--- src/rtl/dag2_log_packer.sv ---
// Packs BITS-wide logic results into WORDS-lane words behind a DEPTH-entry FIFO; a full or flushed
// word is visible one edge after completion, and in_ready depends only on registered state.

module dag2_log_packer_fifo #(
    parameter int WIDTH = 8,
    parameter int DEPTH = 2
) (
    input  logic                         clock,
    input  logic                         reset_n,
    input  logic                         push_vld,
    input  logic [WIDTH-1:0]             push_dat,
    input  logic                         pop_vld,
    output logic [WIDTH-1:0]             head_dat,
    output logic [$clog2(DEPTH+1)-1:0]   count
);
    localparam int CNT_W = $clog2(DEPTH + 1);
    localparam int PTR_W = (DEPTH > 1) ? $clog2(DEPTH) : 1;
    localparam logic [CNT_W-1:0] DEPTH_C = CNT_W'(DEPTH);
    localparam logic [PTR_W-1:0] PTR_LAST = PTR_W'(DEPTH - 1);

    logic [WIDTH-1:0] mem_q [DEPTH];
    logic [WIDTH-1:0] mem_d [DEPTH];
    logic [PTR_W-1:0] wr_ptr_q, wr_ptr_d;
    logic [PTR_W-1:0] rd_ptr_q, rd_ptr_d;
    logic [CNT_W-1:0] count_q, count_d;
    logic             do_push;
    logic             do_pop;

    always_comb begin
        do_pop   = pop_vld && (count_q != '0);
        // A push into a full FIFO is only legal when the head leaves in the same cycle.
        do_push  = push_vld && ((count_q < DEPTH_C) || do_pop);
        mem_d    = mem_q;
        wr_ptr_d = wr_ptr_q;
        rd_ptr_d = rd_ptr_q;
        count_d  = count_q;
        if (do_push) begin
            mem_d[wr_ptr_q] = push_dat;
            wr_ptr_d = (wr_ptr_q == PTR_LAST) ? '0 : wr_ptr_q + PTR_W'(1);
        end
        if (do_pop) begin
            rd_ptr_d = (rd_ptr_q == PTR_LAST) ? '0 : rd_ptr_q + PTR_W'(1);
        end
        if (do_push && !do_pop) begin
            count_d = count_q + CNT_W'(1);
        end else if (do_pop && !do_push) begin
            count_d = count_q - CNT_W'(1);
        end
    end

    always_ff @(posedge clock) begin
        if (!reset_n) begin
            for (int i = 0; i < DEPTH; i++) begin
                mem_q[i] <= '0;
            end
            wr_ptr_q <= '0;
            rd_ptr_q <= '0;
            count_q  <= '0;
        end else begin
            mem_q    <= mem_d;
            wr_ptr_q <= wr_ptr_d;
            rd_ptr_q <= rd_ptr_d;
            count_q  <= count_d;
        end
    end

    assign head_dat = mem_q[rd_ptr_q];
    assign count    = count_q;
endmodule

module dag2_log_packer #(
    parameter int BITS  = 2,
    parameter int WORDS = 4,
    parameter int DEPTH = 2
) (
    input  logic                  clock,
    input  logic                  reset_n,
    input  logic                  in_valid,
    output logic                  in_ready,
    input  logic [BITS-1:0]       in_data,
    input  logic                  flush,
    output logic                  out_valid,
    input  logic                  out_ready,
    output logic [BITS*WORDS-1:0] out_data,
    output logic [2:0]            out_lanes,
    output logic [7:0]            packed_count
);
    localparam int ACC_W = BITS * WORDS;
    localparam int IDX_W = (WORDS > 1) ? $clog2(WORDS) : 1;
    localparam int CNT_W = $clog2(DEPTH + 1);
    localparam logic [IDX_W-1:0] IDX_LAST   = IDX_W'(WORDS - 1);
    localparam logic [CNT_W-1:0] DEPTH_C    = CNT_W'(DEPTH);
    localparam logic [2:0]       LANES_FULL = 3'(WORDS);

    localparam logic [0:0] ST_FILL       = 1'b0;
    localparam logic [0:0] ST_FLUSH_PEND = 1'b1;

    logic [0:0]       state_q, state_d;
    logic [ACC_W-1:0] acc_q, acc_d;
    logic [IDX_W-1:0] idx_q, idx_d;
    logic [7:0]       packed_count_q, packed_count_d;

    logic             accept;
    logic             pop;
    logic [ACC_W-1:0] acc_with;
    logic [2:0]       fill_lanes;
    logic             push_vld;
    logic [ACC_W-1:0] push_acc;
    logic [2:0]       push_lanes;
    logic [ACC_W+2:0] head_dat;
    logic [CNT_W-1:0] fifo_count;

    assign in_ready  = reset_n && (state_q == ST_FILL)
                       && ((idx_q != IDX_LAST) || (fifo_count < DEPTH_C));
    assign accept    = in_valid && in_ready;
    assign out_valid = (fifo_count != '0);
    assign pop       = out_valid && out_ready;

    // Accumulator as it would look with this cycle's accepted result merged into lane idx.
    assign acc_with   = accept ? (acc_q | ({{(ACC_W-BITS){1'b0}}, in_data} << (idx_q * BITS)))
                               : acc_q;
    assign fill_lanes = 3'(idx_q) + 3'(accept);

    always_comb begin
        state_d        = state_q;
        acc_d          = acc_q;
        idx_d          = idx_q;
        packed_count_d = packed_count_q;
        push_vld       = 1'b0;
        push_acc       = '0;
        push_lanes     = '0;
        case (state_q)
            ST_FILL: begin
                if (accept && (idx_q == IDX_LAST)) begin
                    push_vld   = 1'b1;
                    push_acc   = acc_with;
                    push_lanes = LANES_FULL;
                    acc_d      = '0;
                    idx_d      = '0;
                end else if (flush && ((idx_q != '0) || accept)) begin
                    if ((fifo_count < DEPTH_C) || pop) begin
                        push_vld   = 1'b1;
                        push_acc   = acc_with;
                        push_lanes = fill_lanes;
                        acc_d      = '0;
                        idx_d      = '0;
                    end else begin
                        state_d = ST_FLUSH_PEND;
                        acc_d   = acc_with;
                        idx_d   = idx_q + IDX_W'(accept);
                    end
                end else if (accept) begin
                    acc_d = acc_with;
                    idx_d = idx_q + IDX_W'(1);
                end
            end
            ST_FLUSH_PEND: begin
                // Waits on the registered count only, so a pop frees the slot one edge later.
                if (fifo_count < DEPTH_C) begin
                    push_vld   = 1'b1;
                    push_acc   = acc_q;
                    push_lanes = 3'(idx_q);
                    acc_d      = '0;
                    idx_d      = '0;
                    state_d    = ST_FILL;
                end
            end
            default: begin
                state_d = ST_FILL;
            end
        endcase
        if (push_vld) begin
            packed_count_d = packed_count_q + 8'd1;
        end
    end

    always_ff @(posedge clock) begin
        if (!reset_n) begin
            state_q        <= ST_FILL;
            acc_q          <= '0;
            idx_q          <= '0;
            packed_count_q <= '0;
        end else begin
            state_q        <= state_d;
            acc_q          <= acc_d;
            idx_q          <= idx_d;
            packed_count_q <= packed_count_d;
        end
    end

    dag2_log_packer_fifo #(
        .WIDTH (ACC_W + 3),
        .DEPTH (DEPTH)
    ) u_fifo (
        .clock    (clock),
        .reset_n  (reset_n),
        .push_vld (push_vld),
        .push_dat ({push_lanes, push_acc}),
        .pop_vld  (pop),
        .head_dat (head_dat),
        .count    (fifo_count)
    );

    assign out_data     = out_valid ? head_dat[ACC_W-1:0]       : '0;
    assign out_lanes    = out_valid ? head_dat[ACC_W+2:ACC_W]   : '0;
    assign packed_count = packed_count_q;
endmodule

--- config.mk ---
export PLATFORM = sky130hd
export DESIGN_NAME = dag2_log_packer
export DESIGN_NICKNAME = d
export VERILOG_FILES = /design/src/rtl/dag2_log_packer.sv
export SDC_FILE = /design/constraint.sdc
export NUM_CORES = 1
export LEC_CHECK = 0
export ABC_AREA = 1
export BUFFER_PORTS_ARGS = -buffer_cell sky130_fd_sc_hd__buf_2
export CORE_ASPECT_RATIO = 1.5
export CORE_UTILIZATION = 50
export DETAILED_ROUTE_END_ITERATION = 12
export PLACE_DENSITY = 0.7
export SETUP_SLACK_MARGIN = 0.02
export SYNTH_ARGS = -nofsm -noshare
export SYNTH_HDL_FRONTEND = slang
export SYNTH_HIERARCHICAL = 1
export SYNTH_SLANG_ARGS = --single-unit
--- constraint.sdc ---
create_clock -name clock -period 2.4 [get_ports clock]
set_input_delay 0.12 -clock clock [delete_from_list [all_inputs] [get_ports clock]]
set_output_delay 0.12 -clock clock [all_outputs]
set_load 0.02 [all_outputs]
==> run_results.csv <==
group,metric,value,unit
sta,tns,0,ns
power,seqPwrFrac,38.3,%
layout,nets,447,
status,outcome,"complete, no violations",
die,die_x,61.35,um
clock_network,cts_max_level,2,
synthesis,synth_cells,407,
global_routing,grt_max_degree,34,
sta,grt_setup_unrepaired,"yes",
synthesis,synth_compound_area_share,10.52,%
sta,setup_ws,0.1492,ns
power,leakagePower,1.417,nW
power,power,2.469,mW
synthesis,syn_area_per_cell,6.490,um2
layout,postLayoutCoreUtil,57.01,%
sta,skew,0.007067,ns
synthesis,synthMuxAreaShare,0,%
critical_path,critPathArrivalTime,2.44,ns
sta,finalHoldViolCount,0,
drt,vias_per_cell,4.835,
power,p_switching,0.9594,mW
critical_path,cp_max_fo,10,
synthesis,yosys_warnings,6,
layout,syn_to_final_growth,10.61,%
synthesis,synth_simple_gate_area_share,37.28,%
synthesis,seq_area_frac_synth,34.11,%
clock_network,clk_path_buf_depth,2,
global_routing,grt_overflow,0,
synthesis,yosys.area.top_type,"dfxtp_1",
place,place_hpwl,3850,um
die,io_pins,28,
global_routing,antenna_found_initial,0,
job,maxCapViolCount,0,
die,die-area,5583,um2
sta,worst_hold_slack,0.1059,ns
synthesis,synth_xor_area_share,1.658,%
synthesis,synth_adder_area_share,2.842,%
synthesis,synth_common_cells,"nand2_1, nor2_1, inv_1",
layout,finalInstanceArea,2922,um2
power,p_int,1.509,mW
synthesis,synth_area_leaders,"dfxtp_1, nand2_1, nor2_1",
critical_path,slowest_stage,"dfxtp_2",
critical_path,max_stage_delay,0.40,ns
clock_network,clock_latency,0.30,ns
power,power_per_cell_area,845.0,nW/um2
synthesis,synth-edff-count,0,
sta,clock.fmax,444.3,MHz
die,initial_core_util,51.54,%
place,dp_cells,492,
layout,final-instance-count-excl-fill,503,
drt,dr.pass1.iters,4,
clock_network,cts_sinks,45,
drt,drtIter0Drc,90,
critical_path,critPathKind,"reg2reg",
min_path,min-delay-path-class,"in2reg",
critical_path,crit_family,"adder cells",
sta,worstMarginPinSlew,0.6680,ns
synthesis,async_flop_share,0,%
critical_path,cp-start-kind,"flop",
drt,drc,0,
synthesis,synth_top_area_share,34.11,%
layout,diodes,0,
critical_path,required,2.59,ns
global_routing,grt_pass1_vias,2246,
critical_path,path_cells,"ha_1 > nand2_2 > nand4_1 > buf_4 > buf_4 > inv_1 > ha_1 > ha_1 > nand3_1 > nand3_1 > nand2_1 > nor2_1 > nor2_1 > nor2_1",
layout,fillers,553,
sta,finalCriticalPeriod,2.251,ns
power,p_comb_share,38.0,%
synthesis,ys_ff_latch,45,
clock_network,tritoncts,"yes",
synthesis,synthFlopType,"dfxtp_1",
sta,slew_headroom,55.41,%
global_routing,track_usage,21.86,%
place,gp_congestion,0.8684,
sta,setup_viol,0,
synthesis,synth_fp_nets,420,
die,coreArea,5125,um2
global_routing,grt_pass1_wl,9411,um
drt,drt-total-wl,5440,um
power,power_frac_clock,23.7,%
synthesis,synthDistinctLibCells,28,
sta,maxSlewViolCount,0,
power,vdd_drop_max,0.0004527,V
synthesis,synth_top_family_by_area,"simple AND/OR/NAND/NOR gates",
power,swShare,38.86,%
clock_network,clk_transition_reported_paths,0.08,ns
synthesis,yosysMostFrequentCell,"nand2_1",
die,die_y,91.02,um
layout,layout-drive-gt1-share,15.17,%
drt,num_vias,2432,
place,io_buffers,27,
synthesis,synthesis.area,2641,um2
clock_network,cts_buffers,5,
drt,drtAntennaViolNets,0,
drt,wl_per_cell,10.82,um
clock_network,cts_root_buf,"clkbuf_8",
critical_path,cp.buffers_inverters,3,
sta,fin_crit_sh,93.78,%
place,place_area,2780,um2
die,rows,32,
clock_network,hold_buffers,0,
place,post-place-ws,0.1526,ns
critical_path,crit_path_end_kind,"flop",
[per-layer routing]
layer	global-route usage [%]	part of all wire (%)	vias to the layer above
met5	0	0	-
met4	9.444	2.9	0
met3	3.561	2.8	14
met2	38.50	50	37
met1	24.69	44	1076
li1	-	-	1305
[power groups by stage]
stage          registers (mW)  clock network, mW  logic, mW
2_1_floorplan           0.943                  0      0.774
3_3_place_gp            0.958                  0      0.910
3_5_place_dp            0.963                  0      0.923
4_1_cts                 0.945              0.608      0.929
5_1_grt                 0.961              0.640       1.10
6_report                0.945              0.586      0.937
[worst reg2reg max path, delay by kind of cell (launching register included)]
family / cells / cell delay, ns
adder cells (fa/ha/maj): 3 / 0.73
buffers and inverters: 3 / 0.36
flip-flops: 1 / 0.40
AND/OR/NAND/NOR: 8 / 0.66
[sequential cells by signal, summed over array words and instances, names as in the netlist]
| name | count |
|---|---|
| u_fifo/wr_ptr_q | 1 |
| u_fifo/count | 2 |
| u_fifo/mem_q | 22 |
| u_fifo/rd_ptr_q | 1 |
| acc_q | 8 |
| state_q | 1 |
| packed_count | 8 |
| idx_q | 2 |
[cells by family after synthesis]
logic type / count (synthesis)
compound gates: 45
xor+xnor: 5
fa+ha+maj: 6
buf+inv: 79
flops: 45
simple gates: 227
[placed cells by master (no fill, tap or decap), types with 2 or more instances in the layout]
master	count
nand2_4	4
ha_1	6
o21bai_1	7
o21ai_0	14
clkbuf_8	6
dfxtp_2	2
nand2_1	102
dfxtp_1	43
o31ai_1	3
inv_2	5
inv_1	59
nand3_1	25
nand3_2	2
buf_2	27
nand4_1	5
a21oi_2	3
a21oi_1	17
nand2_2	4
xor2_1	4
buf_4	8
nor2_1	80
[worst paths after layout]
check | start | to | slack, ns | cells past startpoint
worst max register to register | idx_q[0] | idx_q[1] | 0.15 | 14
worst max-delay path | idx_q[0] | idx_q[1] | 0.15 | 14
worst min-delay path | reset_n | u_fifo/count[1] | 0.11 | 3
worst min register to register | acc_q[2] | acc_q[2] | 0.46 | 2
[timing repair]
item	4_1_cts	5_1_grt
resized for setup	0	2
setup buffers	0	3
setup endpoints to repair	0	25
[final cells by class]
class | count | area [um2] | area share (%)
Clock buffer | 7 | 86.33 | 2.955
Timing Repair Buffer | 35 | 195.2 | 6.681
Multi-Input combinational cell | 283 | 1381 | 47.28
Inverter | 64 | 240.2 | 8.223
Sequential cell | 45 | 903.4 | 30.92
Clock inverter | 1 | 30.03 | 1.028
Tap cell | 68 | 85.08 | 2.912
Note: power is estimated with default switching activity, not from simulation.
